[config.mk]
export PLATFORM = sky130hd
export DESIGN_NAME = uart_tx_sched
export DESIGN_NICKNAME = d
export VERILOG_FILES = /design/src/rtl/uart_tx_sched.sv
export SDC_FILE = /design/constraint.sdc
export NUM_CORES = 1
export LEC_CHECK = 0
export CAP_MARGIN = 20
export CORE_MARGIN = 2
export CORE_UTILIZATION = 34
export CTS_CLUSTER_SIZE = 12
export DETAILED_ROUTE_END_ITERATION = 8
export GPL_TIMING_DRIVEN = 0
export PLACE_DENSITY = 0.51
export SYNTH_ARGS = -nofsm -noshare
export SYNTH_HDL_FRONTEND = slang
export SYNTH_SLANG_ARGS = --single-unit
[constraint.sdc]
create_clock -name i_clk -period 2.5 [get_ports i_clk]
set_input_delay 0.5 -clock i_clk [delete_from_list [all_inputs] [get_ports i_clk]]
set_output_delay 0.5 -clock i_clk [all_outputs]
set_load 0.01 [all_outputs]
[src/rtl/uart_tx_sched.sv]
// ---------------------------------------------------------------------------
// uart_tx_sched
//   UART transmit scheduler. Pops characters from a downstream FIFO and
//   serialises them as start / data (LSB first) / optional parity / one or
//   two stop bits. The frame configuration is captured once per frame in
//   FETCH, so configuration inputs may change freely mid-frame.
//   Back-to-back frames are separated only by the single FETCH clock.
//
// Ports
//   i_clk          clock, rising edge
//   i_rst          synchronous active-high reset
//   i_tx_en        enables fetching of new characters (current frame always
//                  completes)
//   i_div          bit period minus one, in clocks
//   i_parity_en    append a parity bit
//   i_parity_odd   1 = odd parity, 0 = even parity
//   i_stop2        1 = two stop bits, 0 = one stop bit
//   i_fifo_empty   downstream FIFO empty flag
//   i_fifo_data    FIFO read data, valid the cycle after o_fifo_rd_req
//   o_fifo_rd_req  one-cycle FIFO pop strobe
//   o_tx           registered serial line, idle high
//   o_busy         high whenever the FSM is not idle
//   o_done         one-cycle pulse in the last clock of each frame
// ---------------------------------------------------------------------------
module uart_tx_sched #(
  parameter int DIV_WIDTH  = 16,
  parameter int DATA_WIDTH = 8
) (
  input  logic                  i_clk,
  input  logic                  i_rst,
  input  logic                  i_tx_en,
  input  logic [DIV_WIDTH-1:0]  i_div,
  input  logic                  i_parity_en,
  input  logic                  i_parity_odd,
  input  logic                  i_stop2,
  input  logic                  i_fifo_empty,
  input  logic [DATA_WIDTH-1:0] i_fifo_data,
  output logic                  o_fifo_rd_req,
  output logic                  o_tx,
  output logic                  o_busy,
  output logic                  o_done
);

  // Bit counter is wide enough to index the last data bit; it stops at
  // LAST_BIT instead of wrapping.
  localparam int BW = (DATA_WIDTH > 1) ? $clog2(DATA_WIDTH) : 1;
  localparam logic [BW-1:0] LAST_BIT = BW'(DATA_WIDTH - 1);

  typedef enum logic [2:0] {
    S_IDLE,
    S_FETCH,
    S_START,
    S_DATA,
    S_PARITY,
    S_STOP1,
    S_STOP2
  } state_e;

  state_e                state_q,  state_d;
  logic [DIV_WIDTH-1:0]  div_q,    div_d;
  logic [DIV_WIDTH-1:0]  cnt_q,    cnt_d;
  logic [DATA_WIDTH-1:0] shift_q,  shift_d;
  logic [BW-1:0]         bit_q,    bit_d;
  logic                  par_q,    par_d;
  logic                  par_en_q, par_en_d;
  logic                  stop2_q,  stop2_d;
  logic                  tx_q,     tx_d;
  logic                  busy_q,   busy_d;

  logic bit_end;
  logic last_stop;
  logic can_fetch;
  logic rd_req;

  // Bit boundary: the down-counter has reached zero in a serialising state.
  assign bit_end   = (cnt_q == '0);
  assign last_stop = bit_end &&
                     (((state_q == S_STOP1) && !stop2_q) || (state_q == S_STOP2));
  assign can_fetch = i_tx_en && !i_fifo_empty && !i_rst;
  // A pop is issued either from IDLE or in the last clock of a frame, which
  // chains the next frame with only the FETCH clock in between.
  assign rd_req    = can_fetch && ((state_q == S_IDLE) || last_stop);

  assign o_fifo_rd_req = rd_req;
  assign o_done        = last_stop;
  assign o_tx          = tx_q;
  assign o_busy        = busy_q;

  always_comb begin
    state_d  = state_q;
    div_d    = div_q;
    cnt_d    = cnt_q;
    shift_d  = shift_q;
    bit_d    = bit_q;
    par_d    = par_q;
    par_en_d = par_en_q;
    stop2_d  = stop2_q;
    tx_d     = tx_q;

    case (state_q)
      S_IDLE: begin
        tx_d = 1'b1;
        if (rd_req) begin
          state_d = S_FETCH;
        end
      end

      S_FETCH: begin
        // Capture the character and the whole frame configuration; the
        // counter is loaded from the live divisor since div_q is written on
        // this same edge.
        shift_d  = i_fifo_data;
        div_d    = i_div;
        cnt_d    = i_div;
        par_en_d = i_parity_en;
        par_d    = (^i_fifo_data) ^ i_parity_odd;
        stop2_d  = i_stop2;
        bit_d    = '0;
        state_d  = S_START;
        tx_d     = 1'b0;
      end

      default: begin
        if (!bit_end) begin
          cnt_d = cnt_q - DIV_WIDTH'(1);
        end else begin
          cnt_d = div_q;
          case (state_q)
            S_START: begin
              state_d = S_DATA;
              tx_d    = shift_q[0];
              shift_d = shift_q >> 1;
            end

            S_DATA: begin
              if (bit_q == LAST_BIT) begin
                if (par_en_q) begin
                  state_d = S_PARITY;
                  tx_d    = par_q;
                end else begin
                  state_d = S_STOP1;
                  tx_d    = 1'b1;
                end
              end else begin
                bit_d   = bit_q + BW'(1);
                tx_d    = shift_q[0];
                shift_d = shift_q >> 1;
              end
            end

            S_PARITY: begin
              state_d = S_STOP1;
              tx_d    = 1'b1;
            end

            S_STOP1: begin
              tx_d = 1'b1;
              if (stop2_q) begin
                state_d = S_STOP2;
              end else begin
                state_d = rd_req ? S_FETCH : S_IDLE;
              end
            end

            S_STOP2: begin
              tx_d    = 1'b1;
              state_d = rd_req ? S_FETCH : S_IDLE;
            end

            default: begin
              state_d = S_IDLE;
              tx_d    = 1'b1;
            end
          endcase
        end
      end
    endcase

    busy_d = (state_d != S_IDLE);
  end

  always_ff @(posedge i_clk) begin
    if (i_rst) begin
      state_q  <= S_IDLE;
      div_q    <= '0;
      cnt_q    <= '0;
      shift_q  <= '0;
      bit_q    <= '0;
      par_q    <= 1'b0;
      par_en_q <= 1'b0;
      stop2_q  <= 1'b0;
      tx_q     <= 1'b1;
      busy_q   <= 1'b0;
    end else begin
      state_q  <= state_d;
      div_q    <= div_d;
      cnt_q    <= cnt_d;
      shift_q  <= shift_d;
      bit_q    <= bit_d;
      par_q    <= par_d;
      par_en_q <= par_en_d;
      stop2_q  <= stop2_d;
      tx_q     <= tx_d;
      busy_q   <= busy_d;
    end
  end

endmodule

==> summary.md, run 1 <==
| Metric | Value |
|---|---|
| Status | completed |
| Filler cells | 851 |
| DRT antenna net count | 0 |
| DR vias | 2663 |
| Root buf cell | clkbuf_8 |
| Pre-Repair DR Iteration Count | 4 |
| Normalized max-slew margin | 0.583 |
| Core region area | 8090 um2 |
| Syn avg cell area | 7.63 um2 |
| Final setup fails | 0 |
| Die height | 94.6 um |
| Met2 Track Usage GR | 0.306 |
| Post-detailed-route wirelength per cell | 16.0 um |
| Clk Latency, worst-skew pair | 310 ps |
| Crit path kind | reg2out |
| Busiest layer in global routing | met2 |
| I/O pin count | 35 |
| Setup TNS | 0 ps |
| Tightest Hold Check Type | reg2reg |
| Max Buffers Root-to-Sink | 2 |
| Worst-path maximum fanout | 4 |
| GPL Wtd Cong | 0.870 |
| Gr ovfl total | 0 |
| Crit path top cell by count | nor2_1 |
| Hpwl dp | 5800 um |
| Cells after Synth | 366 |
| Share of layout cells above drive strength 1 | 0.0914 |
| Max Cap Viol | 0 |
| Final period utilization | 0.942 |
| Initial DRC count | 174 |
| Worst-margin pin slew | 625 ps |
| Num Clock Sinks | 51 |
| Post-synth ARST share | 0 |
| Top post-synthesis cells by area | dfxtp_1 37%, nand2_1 10%, a21oi_1 7.0% |
| Routed WL | 8150 um |
| Most numerous cell in the Yosys netlist | nand2_1 |
| Final Slew Violations | 0 |
| Synth area leader | dfxtp_1 |
| Static Leakage | 1.13 nW |
| Post-synth EDFFs | 0 |
| Antenna cells | 0 |
| CTS Hold Bufs | 0 |
| Die width | 94.6 um |
| Initial antenna violation count | 0 |
| Final Util | 0.420 |
| Beginning of the critical path | cnt_q[0]$_SDFFE_PP0N_ |
| Seq cells post-synth | 51 |
| TritonCTS clock tree | built |
| CP Capture Point | o_fifo_rd_req |
| Reg2Reg Depth | 7 |
| Number of placement rows | 33 |
| Synthesized net count | 401 |
| Hold Slack | 460 ps |
| Vias in the first global route | 2596 |
| Synth top area share | 0.366 |
| Critical path arrival | 1860 ps |
| GR Layer Usage met3 | 0.0375 |
| Minimum clock period | 2360 ps |
| Max VDD drop | 396 uV |
| Post-synthesis sequential area ratio | 0.366 |
| RSZ-0062 raised after global routing | no |
| Finished Cell Area | 3400 um2 |
| First-pass GRT wire length | 13400 um |
| Final Total Pwr | 4.28 mW |
| Clock-pin slew on the worst setup and hold paths | 100 ps |
| Die footprint | 8950 um2 |
| Main synth FF type | dfxtp_1 |
| Nets | 439 |
| H-tree levels | 2 |
| Largest stage delay, worst path | 380 ps |
| Post-synth cell types | 52 |
| Largest net degree at the start of global routing | 19 |
| Num CTS Buffers | 5 |
| R2r endpoint | o_busy$_SDFF_PP0_ |
| Vias/cell | 5.22 |
| Met1 usage | 0.275 |
| Area growth syn-to-layout | 21.6% |
| FF-to-FF setup slack | 320 ps |
| Kind of start point of the critical path | flop |
| Crit Reg-Reg Startpoint | cnt_q[6]$_SDFFE_PP0N_ |
| Worst setup EP type | output port |
| Remaining DRCs | 0 |
| Synth Warn # | 0 |
| Final Skew | 13.6 ps |
| Critical-path top delay cell | dfxtp_4 |
| Max Fclk | 425 MHz |
| Placement Cell Area | 3250 um2 |
| Synth cell count leaders | 76 x nand2_1, 51 x dfxtp_1, 39 x a21oi_1 |
| Crit-path cells | inv_4, ha_4, nor4b_4, and4_1, and3_4, nor2_1, nor2_1, buf_2 |
| Pwr dens | 1260 nW/um2 |
| Port-buffer cells | 33 |
| Final Hold Fails | 0 |
| Initial Util | 0.345 |
| Synth Cell Area | 2790 um2 |
| CP Data Required Time | 2000 ps |
| Overall Global Routing Usage | 0.193 |
## area by class of cell
cell class                      count  area (um2)  area share
Buffer                             26         115      0.0339
Clock buffer                        7        96.3      0.0284
Clock inverter                      1        7.51     0.00221
Inverter                           12        47.5      0.0140
Multi-Input combinational cell    273        1630       0.481
Sequential cell                    51        1030       0.302
Tap cell                          105         131      0.0387
Timing Repair Buffer               35         339      0.0998
## state kept, by name, indices dropped and copies added, names as in the netlist
signal	cells
bit_q	3
div_q	16
stop2_q	1
o_tx	1
par_q	1
shift_q	8
o_busy	1
par_en_q	1
cnt_q	16
state_q	3
## worst min path at each step
stage,to,start,slack [ps],cells after the start
floorplan,div_q[11]$_SDFFE_PP0P_,div_q[11]$_SDFFE_PP0P_,430,2
global placement,div_q[15]$_SDFFE_PP0P_,div_q[15]$_SDFFE_PP0P_,450,2
detailed placement,div_q[2]$_SDFFE_PP0P_,div_q[2]$_SDFFE_PP0P_,450,2
CTS,div_q[2]$_SDFFE_PP0P_,div_q[2]$_SDFFE_PP0P_,460,2
global route,div_q[2]$_SDFFE_PP0P_,div_q[2]$_SDFFE_PP0P_,480,2
finish,div_q[2]$_SDFFE_PP0P_,div_q[2]$_SDFFE_PP0P_,460,2
## power breakdown
part | total [mW] | leakage, nW | internal, mW | switching, mW
Clock | 0.545 | 0.0505 | 0.253 | 0.293
Combinational | 2.51 | 0.667 | 1.07 | 1.44
Sequential | 1.22 | 0.415 | 0.993 | 0.228
Total | 4.28 | 1.13 | 2.31 | 1.97
## worst max-delay path: cells and delay by family, from the launching register on
family                     cells  cell delay, ps
DFF                            1             380
adders and majority gates      1             130
buffers and inverters          2             210
and+or+nand+nor                5             830
## per-stage QoR
step,setup WS [ps],instances
4_1_cts,18.1,512
5_1_grt,14.9,510
3_5_place_dp,-333,504
6_report,145,510
2_1_floorplan,308,366
3_3_place_gp,-324,504
## cell usage in the layout, fill, tap and decap left out, types with 2 or more instances in the layout
cell type | Yosys | layout
nand2_1 | 76 | 76
dfxtp_1 | 51 | 49
a21oi_1 | 39 | 39
clkdlybuf4s50_1 | 0 | 31
o21ai_0 | 22 | 22
nor2_1 | 17 | 17
clkbuf_1 | 19 | 16
xnor2_1 | 15 | 15
inv_1 | 12 | 10
nor3_1 | 10 | 10
buf_2 | 8 | 8
a211oi_1 | 8 | 8
a211o_1 | 7 | 7
clkbuf_8 | 0 | 7
nand3_1 | 6 | 6
a311oi_1 | 6 | 6
nor2b_1 | 5 | 5
o211ai_1 | 4 | 4
o21a_1 | 4 | 4
mux2i_1 | 4 | 4
nand2b_1 | 3 | 3
a31oi_1 | 3 | 3
a221oi_1 | 3 | 3
ha_1 | 4 | 3
nand4_1 | 2 | 2
nor2_2 | 2 | 2
a22o_1 | 2 | 2
nand3b_1 | 2 | 2
o31ai_1 | 2 | 2
or3_1 | 2 | 2
buf_4 | 0 | 2
## cells by family after synthesis
family | Yosys count | synth area share
AND/OR/NAND/NOR | 139 | 0.235
adder cells (fa/ha/maj) | 4 | 0.0179
flip-flops | 51 | 0.366
buffers and inverters | 42 | 0.0654
multiplexers | 5 | 0.0184
AO/OA/AOI/OAI | 109 | 0.248
XOR/XNOR | 16 | 0.0502
## what timing repair did
item / CTS / global route
setup endpoints to repair: 2 / 2
buffers inserted: 2 / 0
gates resized for setup: 14 / 7
pin swaps: 2 / 3
## layer usage
layer | vias up | wire [um] | share of wire
li1 | 1360 | - | -
met1 | 1229 | 3920 | 0.48
met2 | 66 | 3750 | 0.46
met3 | 8 | 411 | 0.050
met4 | 0 | 63 | 0.0077
met5 | - | 0 | 0
Power figures use the tool's default switching activity.
==> run 2: changes to the inputs <==
==> constraint.sdc (replaced) <==
create_clock -name i_clk -period 2.5 [get_ports i_clk]
set_input_delay 0.5 -clock i_clk [delete_from_list [all_inputs] [get_ports i_clk]]
set_output_delay 0.5 -clock i_clk [all_outputs]
set_load 0.02 [all_outputs]
==> summary.md, run 2 (synthesized netlist as in run 1, its figures left out) <==
| Metric | Value |
|---|---|
| Critical path arrival | 1870 ps (about the same) |
| Crit Reg-Reg Startpoint | cnt_q[6]$_SDFFE_PP0N_ |
| Final Util | 0.421 (+0.000927) |
| Antenna cells | 0 (unchanged) |
| CTS Hold Bufs | 0 (unchanged) |
| Remaining DRCs | 0 (unchanged) |
| Final Total Pwr | 4.31 mW (+0.78%) |
| Pwr dens | 1270 nW/um2 (+0.56%) |
| Worst-margin pin slew | 594 ps (-31.0 ps) |
| Area growth syn-to-layout | 21.9% |
| Gr ovfl total | 0 (unchanged) |
| Hold Crit Endpoint | div_q[2]$_SDFFE_PP0P_ |
| Num Clock Sinks | 51 (unchanged) |
| Initial DRC count | 163 (-6.3%) |
| Clock-pin slew on the worst setup and hold paths | 100 ps (about the same) |
| Port-buffer cells | 33 (unchanged) |
| Die footprint | 8950 um2 (unchanged) |
| Max Fclk | 423 MHz (-0.48%) |
| Reg2Reg Depth | 7 (unchanged) |
| Max VDD drop | 395 uV (-0.12%) |
| Most common cell after layout, fill and taps aside | nand2_1 |
| Root buf cell | clkbuf_8 |
| R2r endpoint | o_busy$_SDFF_PP0_ |
| Crit path kind | reg2out |
| Core region area | 8090 um2 (unchanged) |
| GPL Wtd Cong | 0.870 (unchanged) |
| Die height | 94.6 um (unchanged) |
| Largest net degree at the start of global routing | 19 (unchanged) |
| Worst hold start | div_q[2]$_SDFFE_PP0P_ |
| Commonest cells after routing, fill and taps aside | 76 x nand2_1, 49 x dfxtp_1, 39 x a21oi_1 |
| Routed WL | 8150 um (about the same) |
| Placed Cells | 504 (unchanged) |
| Max Cap Viol | 0 (unchanged) |
| Die width | 94.6 um (unchanged) |
| DR vias | 2685 (+0.83%) |
| Final Hold Fails | 0 (unchanged) |
| Final Skew | 13.3 ps (-0.247 ps) |
| Final period utilization | 0.947 (+0.00454) |
| Tightest Hold Check Type | reg2reg |
| Hpwl dp | 5800 um (unchanged) |
| TritonCTS clock tree | built |
| Pre-Repair DR Iteration Count | 4 (unchanged) |
| H-tree levels | 2 (unchanged) |
| Normalized max-slew margin | 0.604 (+0.0207) |
| Largest registers | cnt_q (16), div_q (16), shift_q (8) |
| Number of placement rows | 33 (unchanged) |
| Final Slew Violations | 0 (unchanged) |
| CP Data Required Time | 2000 ps (about the same) |
| Static Leakage | 1.13 nW (-0.29%) |
| Vias/cell | 5.26 (+0.83%) |
| Minimum clock period | 2370 ps (+11.4 ps) |
| Hold Slack | 460 ps (-0.0400 ps) |
| Worst setup EP type | output port |
| Placement Cell Area | 3250 um2 (unchanged) |
| First-pass GRT wire length | 13400 um (+0.10%) |
| I/O pin count | 35 (unchanged) |
| Initial antenna violation count | 0 (unchanged) |
| Initial Util | 0.345 (unchanged) |
| Nets | 439 (unchanged) |
| RSZ-0062 raised after global routing | no |
| Final setup fails | 0 (unchanged) |
| DRT antenna net count | 0 (unchanged) |
| Vias in the first global route | 2595 (-0.039%) |
| Status | completed |
| FF-to-FF setup slack | 350 ps (+30 ps) |
| Clk Latency, worst-skew pair | 320 ps (about the same) |
| Fin cells | 510 (unchanged) |
| Kind of start point of the critical path | flop |
| Max Buffers Root-to-Sink | 2 (unchanged) |
| Worst-path maximum fanout | 4 (unchanged) |
| Finished Cell Area | 3400 um2 (+0.22%) |
| Hold path cells | 2 (unchanged) |
| Post-detailed-route wirelength per cell | 16.0 um (about the same) |
| Num CTS Buffers | 5 (unchanged) |
| Filler cells | 851 (unchanged) |
| Overall Global Routing Usage | 0.193 (about the same) |
| Share of layout cells above drive strength 1 | 0.0963 (+0.00494) |
run 2: power breakdown:
group | internal [mW] | switching (mW)
clock network | 0.253 | 0.299
registers | 0.993 | 0.229
logic | 1.08 | 1.45
run 2: final cells by class:
cell class                 count  area (um2)  area share
timing repair buffer          35         344       0.101
inverter                      12        47.5      0.0140
buffer                        26         115      0.0338
sequential                    51        1030       0.301
clock buffer                   7        96.3      0.0283
tap                          105         131      0.0386
clock inverter                 1        7.51     0.00221
multi-input combinational    273        1640       0.481
run 2: repair_timing:
| item | 4_1_cts | 5_1_grt |
|---|---|---|
| pin swaps | 2 | 3 |
| resized for setup | 19 | 6 |
| buffers inserted | 2 | 0 |
| hold endpoints to repair | 0 | 0 |
| setup endpoints to repair | 2 | 2 |
run 2: how the worst max path moves through the flow:
| stage | end | cells after the start | start |
|---|---|---|---|
| floorplan | o_fifo_rd_req | 9 | cnt_q[0]$_SDFFE_PP0N_ |
| global placement | o_fifo_rd_req | 10 | cnt_q[0]$_SDFFE_PP0N_ |
| detailed placement | o_fifo_rd_req | 10 | cnt_q[0]$_SDFFE_PP0N_ |
| CTS | o_fifo_rd_req | 7 | cnt_q[2]$_SDFFE_PP0N_ |
| global route | o_fifo_rd_req | 8 | cnt_q[0]$_SDFFE_PP0N_ |
| finish | o_fifo_rd_req | 8 | cnt_q[0]$_SDFFE_PP0N_ |
run 2: metal layers:
metal	track usage	wire (um)
met2	0.306	3800
met1	0.275	3920
met3	0.0383	385
met5	0	0
met4	0.0338	48
run 2: metrics by stage:
stage | setup TNS (ps) | setup WS (ps)
CTS | 0 | 20.8
detailed placement | -662 | -401
global placement | -644 | -392
finish | 0 | 133
global route | 0 | 13.1
floorplan | 0 | 102
run 2: worst max-delay path, stage by stage, from the launching register on:
cell and delay, ps:
dfxtp_4 380, inv_4 70, ha_4 130, nor4b_4 200
and4_4 270, and3_4 190, nor2_1 50, nor2_1 110
buf_4 150
==> run 3: changes to the inputs <==
--- a/config.mk
+++ b/config.mk
@@ -12,6 +12,7 @@
 export DETAILED_ROUTE_END_ITERATION = 8
 export GPL_TIMING_DRIVEN = 0
 export PLACE_DENSITY = 0.51
+export SETUP_SLACK_MARGIN = 0.3
 export SYNTH_ARGS = -nofsm -noshare
 export SYNTH_HDL_FRONTEND = slang
 export SYNTH_SLANG_ARGS = --single-unit
==> summary.md, run 3 (synthesized netlist as in run 1, its figures left out) <==
| Metric | Value |
|---|---|
| Share of layout cells above drive strength 1 | 0.150 (+0.0541) |
| Die height | 94.6 um (unchanged) |
| Post-detailed-route wirelength per cell | 16.7 um (+4.4%) |
| Vias/cell | 5.38 (+2.1%) |
| Commonest cells after routing, fill and taps aside | 76 x nand2_1, 48 x dfxtp_1, 39 x a21oi_1 |
| Reg2Reg Depth | 9 (+2) |
| Worst hold start | div_q[9]$_SDFFE_PP0P_ |
| Vias in the first global route | 2790 (+7.5%) |
| Initial Util | 0.345 (unchanged) |
| Largest registers | cnt_q (16), div_q (16), shift_q (8) |
| Placement Cell Area | 3270 um2 (+0.42%) |
| Max Buffers Root-to-Sink | 2 (unchanged) |
| Area growth syn-to-layout | 28.0% |
| DRT antenna net count | 0 (unchanged) |
| Critical-path top delay cell | dfxtp_2 |
| Finished Cell Area | 3570 um2 (+5.0%) |
| Initial antenna violation count | 0 (unchanged) |
| Root buf cell | clkbuf_8 |
| Tightest Hold Check Type | reg2reg |
| Worst-path maximum fanout | 2 (-2) |
| DR vias | 2818 (+5.0%) |
| Status | completed |
| Filler cells | 844 (-0.82%) |
| Overall Global Routing Usage | 0.205 (+0.0122) |
| TritonCTS clock tree | built |
| Crit path top cell by count | buf_6 |
| GR Layer Usage met3 | 0.0399 (+0.00160) |
| Remaining DRCs | 0 (unchanged) |
| Final setup fails | 0 (unchanged) |
| Port-buffer cells | 33 (unchanged) |
| Largest net degree at the start of global routing | 15 (-4) |
| CP Data Required Time | 2000 ps (about the same) |
| Final Util | 0.442 (+0.0210) |
| Die width | 94.6 um (unchanged) |
| Final Skew | 10.0 ps (-3.32 ps) |
| Critical path arrival | 1950 ps (+80 ps) |
| Crit path kind | reg2out |
| Max Cap Viol | 0 (unchanged) |
| Final Total Pwr | 4.83 mW (+12%) |
| Worst-margin pin slew | 601 ps (+7.31 ps) |
| Beginning of the critical path | cnt_q[1]$_SDFFE_PP0N_ |
| Minimum clock period | 2450 ps (+82.1 ps) |
| Max Fclk | 408 MHz (-3.4%) |
| Antenna cells | 0 (unchanged) |
| Worst setup EP type | output port |
| Met1 usage | 0.288 (+0.0137) |
| Largest stage delay, worst path | 340 ps (-40 ps) |
| Kind of start point of the critical path | flop |
| Num CTS Buffers | 5 (unchanged) |
| Final period utilization | 0.980 (+0.0329) |
| RSZ-0062 raised after global routing | yes |
| Core region area | 8090 um2 (unchanged) |
| Pwr dens | 1350 nW/um2 (+6.7%) |
| Initial DRC count | 135 (-17%) |
| Clk Latency, worst-skew pair | 310 ps (about the same) |
| First-pass GRT wire length | 14300 um (+6.3%) |
| Num Clock Sinks | 51 (unchanged) |
| Crit-path cells | inv_2, ha_4, nor4b_4, and4_1, buf_6, buf_6, and3_4, nor2_2, nor2_2, buf_6 |
| Fin cells | 524 (+2.7%) |
| Final Hold Fails | 0 (unchanged) |
| Busiest layer in global routing | met2 |
| Routed WL | 8740 um (+7.2%) |
| Hpwl dp | 5850 um (+0.75%) |
| Die footprint | 8950 um2 (unchanged) |
| Final Slew Violations | 0 (unchanged) |
| H-tree levels | 2 (unchanged) |
| Max VDD drop | 414 uV (+4.6%) |
| Normalized max-slew margin | 0.599 (-0.00487) |
| Placed Cells | 504 (unchanged) |
| I/O pin count | 35 (unchanged) |
| Crit Reg-Reg Startpoint | cnt_q[0]$_SDFFE_PP0N_ |
| Most common cell after layout, fill and taps aside | nand2_1 |
| Gr ovfl total | 0 (unchanged) |
| Met2 Track Usage GR | 0.319 (+0.0130) |
| Pre-Repair DR Iteration Count | 4 (unchanged) |
| Static Leakage | 1.21 nW (+7.6%) |
| Clock-pin slew on the worst setup and hold paths | 100 ps (about the same) |
| Hold Slack | 463 ps (+3.05 ps) |
| Number of placement rows | 33 (unchanged) |
| GPL Wtd Cong | 0.845 (-2.9%) |
| Nets | 454 (+3.4%) |
| Hold path cells | 2 (unchanged) |
-- run 3: changes by cell type in the layout (fill, tap and decap cells not counted), sizes merged --
cell	change
clkinv	+1
clkinvlp	-1
buf	+14
clkdlybuf4s15	-1
clkbuf	+1
-- run 3: final cells by class --
class | instances | area (um2) | area share
sequential | 51 | 1020 | 0.287
multi-input combinational | 273 | 1700 | 0.475
timing repair buffer | 46 | 430 | 0.120
clock buffer | 6 | 82.6 | 0.0231
clock inverter | 1 | 5.00 | 0.00140
tap | 105 | 131 | 0.0368
inverter | 12 | 45.0 | 0.0126
buffer | 30 | 158 | 0.0441
-- run 3: critical path, delay by kind of cell (launching register included) --
kind,cells,cell delay [ps]
DFF,1,340
and+or+nand+nor,5,740
buffers and inverters,4,400
adders and majority gates,1,140
-- run 3: worst paths after layout --
kind | endpoint | slack [ps]
worst max-delay path | o_fifo_rd_req | 50
worst min-delay path | div_q[9]$_SDFFE_PP0P_ | 460
worst max register to register | cnt_q[10]$_SDFFE_PP0N_ | 330
worst min register to register | div_q[9]$_SDFFE_PP0P_ | 460
-- run 3: power breakdown --
part / switching [mW] / leakage (nW) / internal, mW / total [mW]
combinational: 1.68 / 0.752 / 1.43 / 3.11
clock: 0.294 / 0.0470 / 0.219 / 0.513
sequential: 0.217 / 0.416 / 0.991 / 1.21
total: 2.19 / 1.21 / 2.64 / 4.83
-- run 3: metrics by stage --
stage               setup WS (ps)  setup TNS [ps]
floorplan                     325               0
global placement             -350            -545
detailed placement           -344            -532
CTS                          76.5               0
global route                -45.9           -45.9
finish                       51.2               0
-- run 3: what timing repair did --
| item | CTS | global route |
|---|---|---|
| buffers inserted | 9 | 4 |
| cloned | 0 | 0 |
| pin swaps | 7 | 1 |
| gates resized for setup | 28 | 18 |
| endpoints found under the setup margin | 5 | 23 |
| hold buffers | 0 | 0 |
-- run 3: metal layers --
metal / vias to the layer above / wire length, um
li1: 1387 / -
met1: 1340 / 4110
met2: 82 / 4050
met3: 9 / 430
met4: 0 / 150
met5: - / 0
